<file path="src/rtl/bus_decode.sv">
// Byte-stream packet decoder: 0x55, ADRH, ADRL, DATA, CKSUM -> one bus transaction.
// A bad checksum or an inter-byte timeout drops the packet and pulses err_o.
module bus_decode #(
    parameter logic [15:0] TIMEOUT = 16'd1024
) (
    input  logic        clk,
    input  logic        rst_n,
    input  logic        sink_stb_i,
    output logic        sink_ack_o,
    input  logic [7:0]  sink_d_i,
    output logic        source_stb_o,
    input  logic        source_ack_i,
    output logic        source_wr_o,
    output logic [13:0] source_a_o,
    output logic [7:0]  source_d_o,
    output logic        err_o,
    output logic [7:0]  err_cnt_o
);

    typedef enum logic [2:0] {
        StIdle,
        StAdrh,
        StAdrl,
        StData,
        StCksum,
        StIssue
    } state_e;

    localparam logic [7:0] SyncByte = 8'h55;

    state_e      state_q, state_d;
    logic [7:0]  adrh_q, adrh_d;
    logic [7:0]  adrl_q, adrl_d;
    logic [7:0]  data_q, data_d;
    logic [15:0] tmo_q, tmo_d;
    logic        src_stb_q, src_stb_d;
    logic        src_wr_q, src_wr_d;
    logic [13:0] src_a_q, src_a_d;
    logic [7:0]  src_d_q, src_d_d;
    logic        err_q, err_d;
    logic [7:0]  err_cnt_q, err_cnt_d;

    logic        accept;
    logic        in_packet;
    logic [7:0]  cksum;
    logic        cksum_ok;
    logic [15:0] tmo_inc;
    logic        tmo_hit;
    logic        cap_adrh, cap_adrl, cap_data, issue_load, issue_done;

    assign accept    = sink_stb_i && sink_ack_o;
    assign in_packet = (state_q == StAdrh) || (state_q == StAdrl) ||
                       (state_q == StData) || (state_q == StCksum);
    assign cksum     = SyncByte + adrh_q + adrl_q + data_q;
    assign cksum_ok  = (sink_d_i == cksum);
    assign tmo_inc   = tmo_q + 16'd1;
    // An accepted byte takes priority over an expiring timeout.
    assign tmo_hit   = (TIMEOUT != 16'd0) && in_packet && !accept && (tmo_inc == TIMEOUT);

    // State register
    always_ff @(posedge clk or negedge rst_n) begin
        if (!rst_n) begin
            state_q <= StIdle;
        end else begin
            state_q <= state_d;
        end
    end

    // Next-state logic
    always_comb begin
        state_d = state_q;
        err_d   = 1'b0;
        unique case (state_q)
            StIdle: begin
                if (accept && (sink_d_i == SyncByte)) state_d = StAdrh;
            end
            StAdrh: begin
                if (accept) begin
                    state_d = StAdrl;
                end else if (tmo_hit) begin
                    state_d = StIdle;
                    err_d   = 1'b1;
                end
            end
            StAdrl: begin
                if (accept) begin
                    state_d = StData;
                end else if (tmo_hit) begin
                    state_d = StIdle;
                    err_d   = 1'b1;
                end
            end
            StData: begin
                if (accept) begin
                    state_d = StCksum;
                end else if (tmo_hit) begin
                    state_d = StIdle;
                    err_d   = 1'b1;
                end
            end
            StCksum: begin
                if (accept) begin
                    if (cksum_ok) begin
                        state_d = StIssue;
                    end else begin
                        state_d = StIdle;
                        err_d   = 1'b1;
                    end
                end else if (tmo_hit) begin
                    state_d = StIdle;
                    err_d   = 1'b1;
                end
            end
            StIssue: begin
                if (src_stb_q && source_ack_i) state_d = StIdle;
            end
            default: state_d = StIdle;
        endcase
    end

    // FSM outputs and datapath enables
    always_comb begin
        sink_ack_o = (state_q != StIssue);
        cap_adrh   = (state_q == StAdrh) && accept;
        cap_adrl   = (state_q == StAdrl) && accept;
        cap_data   = (state_q == StData) && accept;
        issue_load = (state_q == StCksum) && accept && cksum_ok;
        issue_done = (state_q == StIssue) && src_stb_q && source_ack_i;
    end

    always_comb begin
        adrh_d    = cap_adrh ? sink_d_i : adrh_q;
        adrl_d    = cap_adrl ? sink_d_i : adrl_q;
        data_d    = cap_data ? sink_d_i : data_q;

        if (in_packet && !accept && !tmo_hit) begin
            tmo_d = tmo_inc;
        end else begin
            tmo_d = 16'd0;
        end

        src_stb_d = src_stb_q;
        src_wr_d  = src_wr_q;
        src_a_d   = src_a_q;
        src_d_d   = src_d_q;
        if (issue_load) begin
            src_stb_d = 1'b1;
            src_wr_d  = adrh_q[7];
            src_a_d   = {adrh_q[5:0], adrl_q};
            src_d_d   = data_q;
        end else if (issue_done) begin
            src_stb_d = 1'b0;
        end

        err_cnt_d = err_cnt_q;
        if (err_d && (err_cnt_q != 8'hFF)) err_cnt_d = err_cnt_q + 8'd1;
    end

    always_ff @(posedge clk or negedge rst_n) begin
        if (!rst_n) begin
            adrh_q    <= 8'h00;
            adrl_q    <= 8'h00;
            data_q    <= 8'h00;
            tmo_q     <= 16'd0;
            src_stb_q <= 1'b0;
            src_wr_q  <= 1'b0;
            src_a_q   <= 14'd0;
            src_d_q   <= 8'h00;
            err_q     <= 1'b0;
            err_cnt_q <= 8'h00;
        end else begin
            adrh_q    <= adrh_d;
            adrl_q    <= adrl_d;
            data_q    <= data_d;
            tmo_q     <= tmo_d;
            src_stb_q <= src_stb_d;
            src_wr_q  <= src_wr_d;
            src_a_q   <= src_a_d;
            src_d_q   <= src_d_d;
            err_q     <= err_d;
            err_cnt_q <= err_cnt_d;
        end
    end

    assign source_stb_o = src_stb_q;
    assign source_wr_o  = src_wr_q;
    assign source_a_o   = src_a_q;
    assign source_d_o   = src_d_q;
    assign err_o        = err_q;
    assign err_cnt_o    = err_cnt_q;

endmodule

</file>
<file path="config.mk">
export PLATFORM = sky130hd
export DESIGN_NAME = bus_decode
export DESIGN_NICKNAME = d
export VERILOG_FILES = /design/src/rtl/bus_decode.sv
export SDC_FILE = /design/constraint.sdc
export NUM_CORES = 1
export LEC_CHECK = 0
export CAP_MARGIN = 10
export CORE_MARGIN = 10
export CORE_UTILIZATION = 30
export CTS_BUF_LIST = sky130_fd_sc_hd__clkbuf_8 sky130_fd_sc_hd__clkbuf_16
export DETAILED_ROUTE_END_ITERATION = 10
export GPL_ROUTABILITY_DRIVEN = 0
export MAX_ROUTING_LAYER = met4
export PLACE_DENSITY_LB_ADDON = 0.25
export SYNTH_ARGS = -nofsm -noshare
export SYNTH_HDL_FRONTEND = slang
export SYNTH_SLANG_ARGS = --single-unit
</file>
<file path="constraint.sdc">
create_clock -name clk -period 4.5 [get_ports clk]
set_clock_uncertainty 0.2 [all_clocks]
set_input_delay 0.9 -clock clk [delete_from_list [all_inputs] [get_ports clk]]
set_output_delay 0.9 -clock clk [all_outputs]
set_load 0.005 [all_outputs]
</file>
==> impl_metrics.tcl <==
set metrics [dict create \
    grt_max_degree 77 \
    postCtsSetupBuffers 0 \
    track_usage_pct 9.79 \
    p_int_mw 2.16 \
    drcViolationCount 0 \
    layout_min_cycle_time_ns 4.03 \
    cp_num_buf_inv 4 \
    hold_class "reg2reg" \
    drv_slew 0 \
    root_buffer "clkbuf_16" \
    synth_nets 427 \
    whs_ns 0.290 \
    synth.distinct_cells 53 \
    switching_power_mw 1.47 \
    syn_area_sq_um 4240 \
    fmax_ghz 0.248 \
    path_max_fanout 16 \
    crit_path_top_delay_cell "fa_1" \
    initial_utilization_pct 30.5 \
    power_density_nw_per_um2 702 \
    wl_microns 8880 \
    cts_sinks 76 \
    fp-row-count 43 \
    cts_tree "built" \
    max-clock-path-buffers 2 \
    antenna_cells 0 \
    h-tree-depth 3 \
    core_sq_um 13900 \
    die_w_microns 139 \
    dp_hpwl_microns 6480 \
    areaGrowthSynthToFinish_pct 22.0 \
    finalNetCount 474 \
    wl_met3_microns 229 \
    crit_type "reg2reg" \
    dr.pass1.iters 4 \
    max_stage_delay_ns 0.53 \
    comb_power_share_pct 53.0 \
    drt-met1-wl_microns 4420 \
    ys_warn_count 0 \
    cts_resized 0 \
    overflow 0 \
    pwr-share-seq_pct 27.9 \
    crit_path_cell_trace "inv_1 > fa_1 > inv_1 > ha_1 > ha_1 > inv_1 > fa_1 > xor2_1 > nand3_1 > nor4b_2 > nand4b_2 > nor4_4 > buf_4 > mux2_2" \
    wl_per_cell_microns 14.3 \
    drt_iter0_drc 169 \
    crit_family "adder cells" \
    hold_violations 0 \
    grt_pass1_wl_microns 15300 \
    port_buffers 45 \
    synth_ff_type "dfrtp_1" \
    drive_gt1_share_pct 16.5 \
    ys_ff_latch 76 \
    first_global_vias 3051 \
    antenna_left 0 \
    vias 2906 \
    status "finished clean" \
    timing.final.crit_share_pct 89.5 \
    rsz0062_at_grt "false" \
    final.setup.tns_ns 0 \
    layout_common_cells "76 x dfrtp_1, 44 x clkdlybuf4s50_1, 40 x inv_1, 32 x mux2_2, 29 x nand2_1" \
    async_reset_ff_share_pct 100 \
    insertion_delay_ns 0.33 \
    synth_seq_area_share_pct 44.9 \
    clk_pin_slew_ns 0.06 \
    power.leakage_nw 2.29 \
    maxCapViolations 0 \
    multi_input_area_sq_um 2120 \
    highest_layer "met4" \
    die_height_microns 139 \
    slew_headroom_pct 35.8 \
    ir_worst_vdd_uv 393 \
    pin_count 46 \
    dieArea_sq_um 19300 \
    cp.required_ns 4.52 \
    worst_pin_slew_ns 0.962 \
    p_clk_share_pct 19.1 \
    route.met2.wl_microns 4110 \
    avgSynthCellArea_sq_um 10.8 \
    fillers 1388 \
    ff_latch_area_sq_um 1900 \
    routed_via_density 4.66 \
    hold_buffers 0 \
    endpoint_kind "register" \
    synth_edf_count 0 \
    grt_antenna_before_repair 0 \
    cts_buffers 9 \
    crit_top_cell "inv_1" \
    start_kind "register" \
    switching_share_pct 40.4 \
    setup_viol 0 \
    critPathArrivalTime_ns 4.05 \
    syn_inst 391 \
    layout_commonest_cell "dfrtp_1" \
]
==> sequential cells by signal, summed over array words and instances, names as in the netlist <==
signal and count:
state_q 3, err_cnt_o 8, err_o 1, tmo_q 16, adrl_q 8, adrh_q 8, data_q 8, source_a_o 14
source_wr_o 1, source_stb_o 1, source_d_o 8
==> worst reg2reg max path: cells and delay by family (launching register included) <==
family                     cells  cell delay (ns)
adders and majority gates      4             1.45
xor gates and xnor gates       1             0.18
muxes                          1             0.37
buffers and inverters          4             0.47
DFF                            1             0.34
and+or+nand+nor                4             0.91
==> layer usage <==
layer  GRT usage (%)  up-vias
met2            14.8       46
met3            2.26        7
met1            12.4     1412
li1                -     1441
met5               -        -
met4            3.84        0
==> cell type report <==
class | count | share of cell area (%)
multi-input combinational | 261 | 41.0
sequential | 76 | 36.8
timing repair buffer | 50 | 9.38
clock buffer | 11 | 4.89
tap | 180 | 4.35
inverter | 40 | 2.90
clock inverter | 5 | 0.677
==> power groups by stage <==
stage | logic [mW] | registers (mW) | clock network, mW
6_report | 1.92 | 1.01 | 0.695
3_3_place_gp | 1.92 | 1.02 | 0
5_1_grt | 2.25 | 1.04 | 0.744
2_1_floorplan | 1.57 | 0.961 | 0
4_1_cts | 1.95 | 1.01 | 0.719
3_5_place_dp | 1.94 | 1.02 | 0
==> cell families (layout without fill, tap and decap cells) <==
logic type / count (synthesis) / after routing / share of synthesized area [%]
adders and majority gates: 24 / 24 / 8.32
DFF: 76 / 76 / 44.9
buffers and inverters: 54 / 106 / 5.37
AOI/OAI and AO/OA: 53 / 53 / 8.97
xor gates and xnor gates: 39 / 39 / 8.06
muxes: 34 / 34 / 9.03
and+or+nand+nor: 111 / 111 / 15.4
==> metrics by stage <==
step	setup WS (ns)	instance area [sq um]	utilization [%]	instances	total power, mW
finish	0.473	5170	37.3	623	3.63
global placement	0.530	4890	35.2	607	2.94
detailed placement	0.465	4890	35.2	607	2.96
global route	0.138	5170	37.3	623	4.03
CTS	0.458	5170	37.3	623	3.68
floorplan	0.646	4240	-	391	2.53
==> worst paths after layout <==
check                                    from              to  slack (ns)  depth (start not counted)
min in group asynchronous               rst_n   source_a_o[6]        0.52                          1
worst max-delay path                adrh_q[1]  source_a_o[12]        0.47                         14
max in group asynchronous               rst_n        tmo_q[4]        2.95                          1
worst min register to register  source_a_o[6]   source_a_o[6]        0.29                          1
worst min-delay path            source_a_o[6]   source_a_o[6]        0.29                          1
worst max register to register      adrh_q[1]  source_a_o[12]        0.47                         14
==> Yosys cell counts, drive strengths merged (8+ instances only) <==
master / count / area, sq um
inv: 40 / 150
nand2: 30 / 115
dfrtp: 76 / 1900
ha: 17 / 213
nor2: 26 / 103
o21ai: 24 / 120
nand4: 8 / 83.8
nand3: 14 / 75.1
nor3: 8 / 40.0
xnor2: 22 / 193
xor2: 17 / 149
mux2: 34 / 383
buf: 10 / 62.6
Power figures use the tool's default switching activity.
